[config.mk]
export PLATFORM = sky130hd
export DESIGN_NAME = led_pwm_fader
export DESIGN_NICKNAME = d
export VERILOG_FILES = /design/src/rtl/led_pwm_fader.sv
export SDC_FILE = /design/constraint.sdc
export NUM_CORES = 1
export LEC_CHECK = 0
export ABC_AREA = 1
export BUFFER_PORTS_ARGS = -buffer_cell sky130_fd_sc_hd__buf_4
export CAP_MARGIN = 10
export CORE_MARGIN = 2
export CORE_UTILIZATION = 61
export DETAILED_ROUTE_END_ITERATION = 8
export PLACE_DENSITY_LB_ADDON = 0.08
export SETUP_SLACK_MARGIN = 0.05
export SKIP_CTS_REPAIR_TIMING = 1
export SLEW_MARGIN = 5
export SYNTH_ARGS = -nofsm -noshare
export SYNTH_HDL_FRONTEND = slang
export SYNTH_SLANG_ARGS = --single-unit
[constraint.sdc]
create_clock -name clk -period 3.62 [get_ports clk]
set_clock_uncertainty 0.2 [all_clocks]
set_input_delay 0.905 -clock clk [delete_from_list [all_inputs] [get_ports clk]]
set_output_delay 0.905 -clock clk [all_outputs]
set_load 0.03 [all_outputs]
[src/rtl/led_pwm_fader.sv]
`timescale 1ns/1ps
// led_pwm_fader: per-channel PWM LED driver whose brightness ramps linearly
// toward each channel's on/off target, one level step per prescaler tick.
module led_pwm_fader #(
  parameter int unsigned NUM_LEDS  = 4,
  parameter int unsigned PWM_WIDTH = 8,
  parameter int unsigned DIV_WIDTH = 32,
  parameter int unsigned FADE_DIV  = 48_828
) (
  input  logic                clk,
  input  logic                rst,
  input  logic                enable,
  input  logic [NUM_LEDS-1:0] pattern_in,
  output logic [NUM_LEDS-1:0] led_out,
  output logic                busy
);

  localparam logic [PWM_WIDTH-1:0] MAX_LEVEL = '1;
  localparam logic [PWM_WIDTH-1:0] PWM_LAST  = MAX_LEVEL - 1'b1;
  localparam logic [DIV_WIDTH-1:0] FADE_LAST = DIV_WIDTH'(FADE_DIV - 1);

  typedef enum logic [1:0] {
    CH_OFF,
    CH_RAMP_UP,
    CH_ON,
    CH_RAMP_DOWN
  } ch_state_e;

  logic [NUM_LEDS-1:0]                pattern_q;
  logic [NUM_LEDS-1:0][PWM_WIDTH-1:0] level;
  logic [NUM_LEDS-1:0][PWM_WIDTH-1:0] level_next;
  logic [PWM_WIDTH-1:0]               pwm_cnt;
  logic [DIV_WIDTH-1:0]               fade_cnt;
  logic [NUM_LEDS-1:0]                led_next;
  logic [NUM_LEDS-1:0]                mismatch;
  logic                               tick;
  ch_state_e                          ch_state [NUM_LEDS];

  assign tick = (fade_cnt == FADE_LAST);
  assign busy = |mismatch;

  // Channel state is derived from level and target, never stored, so a target
  // reversal simply flips the step direction from the current level.
  always_comb begin
    level_next = level;
    led_next   = '0;
    mismatch   = '0;
    for (int i = 0; i < NUM_LEDS; i++) begin
      if (pattern_q[i]) ch_state[i] = (level[i] == MAX_LEVEL) ? CH_ON : CH_RAMP_UP;
      else              ch_state[i] = (level[i] == '0) ? CH_OFF : CH_RAMP_DOWN;

      mismatch[i] = (ch_state[i] == CH_RAMP_UP) || (ch_state[i] == CH_RAMP_DOWN);
      led_next[i] = (level[i] == MAX_LEVEL) || (pwm_cnt < level[i]);

      if (tick) begin
        case (ch_state[i])
          CH_RAMP_UP:   level_next[i] = level[i] + 1'b1;
          CH_RAMP_DOWN: level_next[i] = level[i] - 1'b1;
          default:      level_next[i] = level[i];
        endcase
      end
    end
  end

  // NOTE: all state, levels included, clears asynchronously on rst; state is
  // written with non-blocking assignments so every register samples pre-edge values.
  always_ff @(posedge clk or posedge rst) begin
    if (rst) begin
      pattern_q <= '0;
      level     <= '0;
      pwm_cnt   <= '0;
      fade_cnt  <= '0;
      led_out   <= '0;
    end else begin
      pattern_q <= pattern_in;
      if (!enable) begin
        pwm_cnt  <= '0;
        fade_cnt <= '0;
        led_out  <= '0;
      end else begin
        pwm_cnt  <= (pwm_cnt == PWM_LAST) ? '0 : pwm_cnt + 1'b1;
        fade_cnt <= tick ? '0 : fade_cnt + 1'b1;
        led_out  <= led_next;
        level    <= level_next;
      end
    end
  end

endmodule

# After elaboration in Yosys (flattened, before gate mapping)
# Index checks and enable logic that the tools add are counted.
# word_totals
ff_bits	80
latch_bits	0
mem_bits_rw	0
rom_bits	0
inputBits	7
out_inout_bits	5
elab_cells	78
mem_count	0
# classes
n_addsub	10
n_mul	0
n_div	0
n_lt_le_gt_ge	4
n_eq_ne	14
shift	0
mux	21
n_bitwise	0
reduce_logical	21
# ops
operator	n
2-to-1 mux 32 bit	2
case mux 8 bit (2 select lines)	4
adder 8 x 1 -> 8 bit (second input constant)	5
equality test 8 bit (second input constant)	5
adder 32 x 1 -> 32 bit (second input constant)	1
equality test 32 x 16 -> 1 bit (second input constant)	1
zero test 8 bit	4
< comparator 8 bit	4
subtractor 8 x 1 -> 8 bit (second input constant)	4
2-to-1 mux 2 bit	12
2-to-1 mux 8 bit	2
AND reduction 3 bit	4
equality test 2 x 1 -> 1 bit (second input constant)	4
equality test 2 bit (second input constant)	4
logical OR 1 bit	8
nonzero test 2 bit	4
2-to-1 mux 4 bit	1
OR reduction 4 bit	1

# Depth between registers and ports, before layout
# Gate-level depths: netlist of run 1.
# depth
depth_word	6
mapped_depth	16
ltp_nobuf	16

# Least setup slack after synthesis of run 1
# Ideal clock, no wire load.
# synth_timing
path_type	register -> output
start	reg level[7] (netlist bit)
end	out busy
arrival_ps	1245
path_slack_ps	1270
stages_incl_launch_ff	7
path_buffers	0
path_cell_list	dfrtp_1 nor2_1 nand2_1 o21ai_1 nand2_1 nor2_1 nand2_1
# synth_via
elab_chain_cells	6
word_cells_on_any_way	9
classes_between	eq/ne: 3; mux: 3; reduce/logical: 3
# synth_rtl
item	line_no	source
start, declared	30	logic [NUM_LEDS-1:0][PWM_WIDTH-1:0] level;
start signal, assigned	84	level <= level_next;
equality test 8 bit or zero test 8 bit (tied branches)	49, 50	
2-to-1 mux 2 bit, on equally long branches	49, 50	
2-to-1 mux 2 bit *	49	if (pattern_q[i]) ch_state[i] = (level[i] == MAX_LEVEL) ? CH_ON : CH_RAMP_UP;
equality test 2 x 1 -> 1 bit or equality test 2 bit (tied branches)	52	mismatch[i] = (ch_state[i] == CH_RAMP_UP) || (ch_state[i] == CH_RAMP_DOWN);
logical OR 1 bit *	52	
OR reduction 4 bit *	40	assign busy = |mismatch;
end, declared	15	output logic busy
# Every way passes the cells marked *; elsewhere a longest branch is shown, timed or not.

# Worst setup path after layout of run 1
# layout_timing
start	reg level[31] (netlist bit)
end	out busy
# Same word-level chain as after synthesis.

==> results of run 1 <==
==> power by group <==
group,switching [mW],total (mW),internal (mW)
Combinational,0.131,0.203,0.0723
Clock,0.350,0.617,0.267
Sequential,0.0139,0.916,0.903
Total,0.494,1.74,1.24
==> registers in the layout, summed over array words and instances (netlist names) <==
register,cells
fade_cnt,32
level,32
pwm_cnt,8
led_out,4
pattern_q,4
==> per-layer routing <==
layer  share of wire, %  up-vias
met5                  0        -
met4                2.6        0
met3                5.5       33
met2                 47      159
met1                 45     2675
li1                   -     3013
==> synth_stat cells, types with 11 or more instances <==
cell,n,area share (%)
nand2_1,294,17
nor2_1,148,8.7
inv_1,141,8.3
dfrtp_1,80,31
nand3_1,72,5.7
ha_1,55,11
o21ai_0,29,2.3
a21oi_1,23,1.8
xor2_1,20,2.8
nand4_1,17,1.7
xnor2_1,13,1.8
nor3_1,11,0.86
==> per-stage QoR <==
stage | hold slack, ps | utilization [%] | area [sq um] | power [mW] | setup slack, ps
after floorplan | 254 | - | 6370 | 1.08 | 463
after global placement | 273 | 64.2 | 6570 | 1.13 | 1030
after detailed placement | 288 | 64.2 | 6570 | 1.14 | 970
after CTS | 300 | 65.9 | 6740 | 1.75 | 570
after global routing | 345 | 65.9 | 6740 | 1.81 | 401
final | 295 | 65.9 | 6740 | 1.74 | 545
==> worst max-delay path by stage <==
stage                  endpoint      start  slack [ps]  depth (start not counted)
detailed placement    level[30]  level[31]         970                         13
global route               busy  level[31]         400                          7
global placement           busy  level[28]        1030                          7
CTS                        busy  level[31]         570                          7
floorplan           fade_cnt[0]        rst         460                          1
finish                     busy  level[31]         540                          7
==> final cells by class <==
| class | count | area, sq um |
|---|---|---|
| repair buffers | 14 | 105 |
| multi-input cells | 718 | 3760 |
| inverters | 143 | 538 |
| clock inverters | 5 | 31.3 |
| well taps | 136 | 170 |
| fillers | 936 | 3490 |
| flip-flops and latches | 80 | 2000 |
| clock buffers | 11 | 141 |
==> cell families (layout without fill, tap and decap cells) <==
family | Yosys count | after routing | synth area share [%]
XOR/XNOR | 33 | 33 | 4.54
adder cells (fa/ha/maj) | 59 | 59 | 12.1
flip-flops | 80 | 80 | 31.4
AO/OA/AOI/OAI | 73 | 73 | 6.52
AND/OR/NAND/NOR | 553 | 553 | 35.9
buffers and inverters | 152 | 173 | 9.59
==> metrics.md, run 1 <==
| Metric | Value |
|---|---|
| Deepest clock path buffer count | 2 |
| Max-slew violation count | 0 |
| Sort of element at the end of the critical path | primary output |
| Layout Area Growth over Synthesis | 5.89% |
| Detailed-routing iteration count for the pre-antenna-repair pass | 7 |
| Yosys warning total | 0 |
| Vias after detailed routing | 5,880 |
| Dominant delay contributor by cell family on the critical path | simple AND/OR/NAND/NOR gates |
| Number of cells on the worst hold path | 1 |
| Share of the clock period used by the worst path after layout | 84.9% |
| Power Dens Cells | 257 mW/mm^2 |
| Reported leakage power | 3.62 nW |
| Nets | 1,032 |
| MaxCap Viol Count | 0 |
| Detailed-route DRC error count | 0 |
| Post-synthesis net count | 1,016 |
| Finished Layout Cells | 1,107 |
| Final hold violations | 0 |
| Critical-path cell list | nor2_1 -> nand2_1 -> o21ai_1 -> nand2_1 -> nor2_1 -> nand2_1 -> buf_4 |
| Maximum fanout along the worst path | 6 |
| Final wirelength | 15.0 mm |
| Flop and latch count out of synthesis | 80 |
| Number of global-route vias before repair | 5,659 |
| Internal reg-to-reg setup slack | 930 ps |
| GRT Overall Usage | 28.3% |
| FFs w/ async S/R, synth | 100% |
| Largest vdd supply drop | 0.187 mV |
| Mean post-synth cell area | 6.70 sq um |
| Met1 usage in global routing | 36.7% |
| Worst Tran Pin Value | 930 ps |
| Remaining global-route overflow | 0 |
| Reg-to-reg critical path startpoint | level[31] |
| Status | completed |
| Summed instance area of the synthesized netlist | 0.00637 sq mm |
| Critical path start-end classification | register to primary output |
| Detail-routed via count per cell | 5.31 |
| Initial antenna violation count | 0 |
| TritonCTS clock tree | yes |
| Cell count after placement | 1,091 |
| Cts bufs inserted | 9 |
| Core Footprint | 0.0102 sq mm |
| Number of buffer and inverter instances along the worst setup path | 1 |
| Die W | 106 um |
| Clock net sink count | 80 |
| Class of the worst hold path | register to register |
| Setup violations, final | 0 |
| Initial core utilization | 62.2% |
| Worst relative slew slack | 37.9% |
| Root buffer selected by CTS | clkbuf_8 |
| Fraction of final layout cells sized beyond drive strength 1 | 4.63% |
| Hold path startpoint | pwm_cnt[0] |
| Most used cells in the layout excluding fill and tap cells | nand2_1, nor2_1, inv_1 |
| # rows | 37 |
| Highest achievable clock rate | 0.325 GHz |
| Wire length per cell after detailed routing | 13.5 um |
| Wire length of the first global-routing pass | 25.5 mm |
| Maximum level of the CTS H-tree | 3 |
| Final TNS setup | 0 ps |
| Ports | 12 |
| Number of DRC violations after detailed-routing iteration 0 | 313 |
| HPWL after DPL | 11.5 mm |
| Die Y | 106 um |
| Slowest CP cell | dfrtp_1 |
| Grt met3 use | 3.86% |
| Most common cell on crit path | nand2_1 |
| Count of input and output buffers | 11 |
| Peak-usage layer in the global routing report | met2 |
| Sequential fraction of the synthesis area | 31.4% |
| Number of nets with antenna violations after detailed routing | 0 |
| Main flop type after synthesis | dfrtp_1 |
| Weighted congestion reported at the end of routability-driven placement | 0.928 |
| Hold Crit Endpoint | pwm_cnt[0] |
| Worst reg2reg endpoint | level[30] |
| Clock transition at path regs | 90 ps |
| RSZ-0062 raised after global routing | false |
| Largest net degree at the start of global routing | 54 |
| Latest clock arrival within the worst-skew pair | 370 ps |
| Req. time, crit path | 2510 ps |
| Met2 capacity usage during global routing | 47.5% |
| Biggest cell delay along the critical path | 440 ps |
| Arrival time at the worst endpoint | 1970 ps |
| Commonest non-fill, non-tap cell in the layout | nand2_1 |
| Number of different library cells in the post-synthesis netlist | 31 |
| Type of origin of the critical path | register |
| Full die area | 0.0113 sq mm |
| Post-synthesis cell count | 950 |
| Cell depth of the worst flop-to-flop path | 13 |
| Number of antenna cells inserted | 0 |
| Number of flops mapped to enable cells by yosys | 0 |
| Time the final worst path needs with I/O delays and setup | 3080 ps |
No activity file was read; power rests on OpenSTA's default activity.
==> run 2: changes to the inputs <==
Clock period 3.62 ns to 2.9 ns, I/O delays scaled along.
==> run 2 against run 1 <==
Compared with the run above:
- register-to-register slack worse by 470 ps
- first-iteration DRC count grew 33%
- flip-flop and latch count stayed put
- critical endpoint unchanged
- critical path type unchanged
- worst setup slack got worse by 370 ps
- largest power group unchanged
==> metrics.md, run 2 (same netlist as run 1, synthesis figures left out) <==
| Metric | Value |
|---|---|
| Worst relative slew slack | 37.0% |
| Number of buffer and inverter instances along the worst setup path | 2 |
| Remaining global-route overflow | 0 |
| Class of the worst hold path | primary input to async pin |
| TritonCTS clock tree | yes |
| Number of nets with antenna violations after detailed routing | 0 |
| Cell count after placement | 1,092 |
| Post-route cell area | 0.00683 sq mm |
| Status | completed |
| Type of origin of the critical path | register |
| Worst Tran Pin Value | 937 ps |
| Most used cells in the layout excluding fill and tap cells | nand2_1, nor2_1, inv_1 |
| Full die area | 0.0113 sq mm |
| Nets | 1,033 |
| Largest net degree at the start of global routing | 61 |
| Dominant delay contributor by cell family on the critical path | flip-flops |
| Initial core utilization | 62.2% |
| Die Y | 106 um |
| Die W | 106 um |
| Number of DRC violations after detailed-routing iteration 0 | 417 |
| Core Footprint | 0.0102 sq mm |
| GRT Overall Usage | 28.6% |
| Share of the clock period used by the worst path after layout | 94.1% |
| Final cell utilization of the core | 66.8% |
| Setup violations, final | 0 |
| RSZ-0062 raised after global routing | false |
| Setup WS post-layout | 172 ps |
| Pre-CTS WS | 488 ps |
| Largest vdd supply drop | 0.290 mV |
| Detailed-route DRC error count | 0 |
| Weighted congestion reported at the end of routability-driven placement | 0.935 |
| Reported leakage power | 3.65 nW |
| Worst hold-check slack | 182 ps |
| Time the final worst path needs with I/O delays and setup | 2730 ps |
| Clock net sink count | 80 |
| Fraction of final layout cells sized beyond drive strength 1 | 4.74% |
| Clock transition at path regs | 90 ps |
| Final TNS setup | 0 ps |
| Wire length per cell after detailed routing | 13.5 um |
| Detailed-routing iteration count for the pre-antenna-repair pass | 5 |
| Most common cell on crit path | nand2_1 |
| Detail-routed via count per cell | 5.33 |
| Initial antenna violation count | 0 |
| Cts bufs inserted | 9 |
| Number of antenna cells inserted | 0 |
| HPWL after DPL | 11.5 mm |
| Final hold violations | 0 |
| Biggest cell delay along the critical path | 450 ps |
| Maximum level of the CTS H-tree | 3 |
| Critical-path cell list | nor2_1 -> nand2_1 -> o21ai_1 -> buf_4 -> nand2_1 -> nor2_1 -> nand2_1 -> buf_4 |
| Max-slew violation count | 0 |
| Power Dens Cells | 353 mW/mm^2 |
| Sort of element at the end of the critical path | primary output |
| Top flop regs | fade_cnt x32, level x32, pwm_cnt x8 |
| Placed Area | 0.00659 sq mm |
| Root buffer selected by CTS | clkbuf_8 |
| # rows | 37 |
| Overall power after layout | 2.41 mW |
| Critical path start-end classification | register to primary output |
| Finished Layout Cells | 1,107 |
| Maximum fanout along the worst path | 6 |
| Slowest CP cell | dfrtp_2 |
| Commonest non-fill, non-tap cell in the layout | nand2_1 |
| Number of global-route vias before repair | 5,682 |
| Final wirelength | 15.0 mm |
| Vias after detailed routing | 5,903 |
| Layout Area Growth over Synthesis | 7.27% |
| Latest clock arrival within the worst-skew pair | 370 ps |
| Req. time, crit path | 1980 ps |
| Highest achievable clock rate | 0.367 GHz |
| Arrival time at the worst endpoint | 1800 ps |
| Deepest clock path buffer count | 2 |
| Count of input and output buffers | 11 |
| MaxCap Viol Count | 0 |
| Ports | 12 |
| Wire length of the first global-routing pass | 26.0 mm |
run 2: cell types whose count changed in the layout (fill, tap and decap cells not counted), sizes merged:
cell    previous run  this run
clkbuf            11        12
clkinv             5         1
bufinv             0         3
inv              142       141
buf               14        15
run 2: worst paths after layout:
check	from	end	slack, ps	cells after the start
worst max register to register	level[7]	level[6]	460	13
worst min-delay path	rst	pattern_q[3]	180	2
max in group asynchronous	rst	level[20]	1650	3
worst max-delay path	level[7]	busy	170	8
worst min register to register	pwm_cnt[0]	pwm_cnt[0]	290	1
min in group clk	pattern_in[1]	pattern_q[1]	260	1
run 2: layout make-up:
type / count / area [sq um]
Sequential cell: 80 / 2000
Tap cell: 136 / 170
Inverter: 143 / 541
Timing Repair Buffer: 15 / 125
Clock inverter: 3 / 90.1
Fill cell: 936 / 3400
Clock buffer: 12 / 145
Multi-Input combinational cell: 718 / 3760
run 2: power by group:
part	switching (mW)	internal, mW
Sequential	0.0167	1.13
Combinational	0.164	0.0936
Clock	0.420	0.592
run 2: metal layers:
| layer | part of all wire [%] | GRT usage (%) | vias to the layer above | wire length [um] |
|---|---|---|---|---|
| met4 | 2.1 | 8.18 | 0 | 308 |
| li1 | - | - | 3006 | - |
| met2 | 47 | 47.7 | 142 | 7090 |
| met3 | 4.5 | 6.01 | 26 | 675 |
| met5 | 0 | 0 | - | 0 |
| met1 | 46 | 37.7 | 2729 | 6890 |
==> run 3: changes to the inputs <==
Settings changed: CORE_ASPECT_RATIO from default to 1.1.
==> run 3 against run 2 <==
Compared with the run above:
- combinational power up 2%
- fmax up 0.85%
- worst setup slack better by 23 ps
- critical path type unchanged
- largest cell class unchanged
==> metrics.md, run 3 (same netlist as run 1, synthesis figures left out) <==
| Metric | Value |
|---|---|
| # rows | 39 |
| Startpoint of the most critical setup path | level[24] |
| Setup violations, final | 0 |
| Latest clock arrival within the worst-skew pair | 340 ps |
| Clock transition at path regs | 60 ps |
| TritonCTS clock tree | yes |
| Number of DRC violations after detailed-routing iteration 0 | 369 |
| GRT Overall Usage | 28.7% |
| Die Y | 111 um |
| Worst setup path end | busy |
| Clock net sink count | 80 |
| Cts bufs inserted | 9 |
| Reported leakage power | 3.69 nW |
| Time the final worst path needs with I/O delays and setup | 2710 ps |
| Power Dens Cells | 369 mW/mm^2 |
| Final cell utilization of the core | 67.2% |
| Register share of total power | 44.8% |
| Commonest non-fill, non-tap cell in the layout | nand2_1 |
| Number of antenna cells inserted | 0 |
| Detail-routed via count per cell | 5.30 |
| Vias after detailed routing | 5,913 |
| Core Footprint | 0.0103 sq mm |
| Overall power after layout | 2.55 mW |
| Initial antenna violation count | 0 |
| Root buffer selected by CTS | clkbuf_16 |
| Final wirelength | 15.0 mm |
| Internal reg-to-reg setup slack | 400 ps |
| Critical-path cell list | nor2_1 -> nand2_1 -> o21ai_1 -> buf_4 -> nand2_1 -> nor2_1 -> nand2_1 -> buf_4 |
| Number of global-route vias before repair | 5,906 |
| Detailed-routing iteration count for the pre-antenna-repair pass | 5 |
| Largest vdd supply drop | 0.275 mV |
| Deepest clock path buffer count | 2 |
| Largest net degree at the start of global routing | 32 |
| Worst relative slew slack | 35.6% |
| Weighted congestion reported at the end of routability-driven placement | 0.983 |
| Total area of multi-input combinational cells | 0.00377 sq mm |
| Share of the clock period used by the worst path after layout | 93.3% |
| Worst reg2reg endpoint | level[14] |
| Die W | 101 um |
| Number of nets with antenna violations after detailed routing | 0 |
| Class of the worst hold path | primary input to async pin |
| Arrival time at the worst endpoint | 1780 ps |
| Fraction of final layout cells sized beyond drive strength 1 | 4.93% |
| Layout filler cell count | 917 |
| Internal power consumption | 1.94 mW |
| HPWL after DPL | 11.8 mm |
| Slowest CP cell | dfrtp_2 |
| Logic pwr share | 10.2% |
| Sort of element at the end of the critical path | primary output |
| Type of origin of the critical path | register |
| Final TNS setup | 0 ps |
| Remaining global-route overflow | 0 |
| Maximum fanout along the worst path | 6 |
| Sw Ratio | 24.3% |
| Count of input and output buffers | 11 |
| Critical path start-end classification | register to primary output |
| Highest achievable clock rate | 0.370 GHz |
| MaxCap Viol Count | 0 |
| RSZ-0062 raised after global routing | false |
| Max-slew violation count | 0 |
| Layout Area Growth over Synthesis | 8.70% |
| Cell depth of the worst flop-to-flop path | 15 |
| Final hold violations | 0 |
| Total stage count of the critical path | 8 |
| Detailed-route DRC error count | 0 |
| Ports | 12 |
| Worst Tran Pin Value | 957 ps |
| Worst hold-check slack | 263 ps |
| Cell count after placement | 1,100 |
| Dominant delay contributor by cell family on the critical path | simple AND/OR/NAND/NOR gates |
| Wire length per cell after detailed routing | 13.5 um |
| Full die area | 0.0113 sq mm |
| Most common cell on crit path | nand2_1 |
| Req. time, crit path | 1980 ps |
| Sw power | 0.620 mW |
| Finished Layout Cells | 1,116 |
| Area taken by flip-flops and latches | 0.00200 sq mm |
| Most used cells in the layout excluding fill and tap cells | nand2_1, nor2_1, inv_1 |
| Biggest cell delay along the critical path | 450 ps |
| Wire length of the first global-routing pass | 25.7 mm |
| Reg-to-reg critical path startpoint | level[15] |
| Relative contribution of the clock network to total power | 44.9% |
| Maximum level of the CTS H-tree | 3 |
| Top flop regs | fade_cnt x32, level x32, pwm_cnt x8 |
| Initial core utilization | 61.9% |
| Number of buffer and inverter instances along the worst setup path | 2 |
| Nets | 1,034 |
| Status | completed |
run 3: changes by cell type in the layout (fill, tap and decap cells not counted), sizes merged:
cell	previous run	this run
clkbuf	12	13
clkinv	1	3
buf	15	16
bufinv	3	1
run 3: per-layer routing:
| layer | wire length [um] | vias to the layer above | track usage (%) |
|---|---|---|---|
| met5 | 0 | - | 0 |
| met4 | 796 | 0 | 16.2 |
| met3 | 503 | 55 | 4.73 |
| met2 | 7770 | 138 | 51.1 |
| met1 | 5970 | 2706 | 31.7 |
| li1 | - | 3014 | - |
run 3: layout make-up:
type,count,area share (%)
multi-input cells,718,54.4
flip-flops and latches,80,28.9
inverters,143,7.81
clock buffers,13,3.76
well taps,143,2.58
repair buffers,16,1.92
clock inverters,3,0.578
run 3: how the worst min path moves through the flow:
stage / to / cells past startpoint / slack [ps]
6_report: fade_cnt[0] / 2 / 260
5_1_grt: pattern_q[2] / 1 / 280
4_1_cts: fade_cnt[0] / 2 / 270
3_5_place_dp: pwm_cnt[0] / 1 / 290
3_3_place_gp: pwm_cnt[0] / 1 / 270
2_1_floorplan: pwm_cnt[0] / 1 / 250
run 3: power by group through the flow:
stage	logic (mW)	registers, mW	clock network (mW)
global route	0.299	1.15	1.23
finish	0.261	1.15	1.15
floorplan	0.187	1.17	0
detailed placement	0.258	1.17	0
CTS	0.260	1.15	1.17
global placement	0.249	1.16	0
run 3: stage by stage:
| step | worst slack (ps) | cell area (sq um) |
|---|---|---|
| finish | 195 | 6920 |
| global route | 40.6 | 6920 |
| CTS | 81.3 | 6910 |
| detailed placement | 330 | 6610 |
| global placement | 361 | 6610 |
| floorplan | 617 | 6370 |
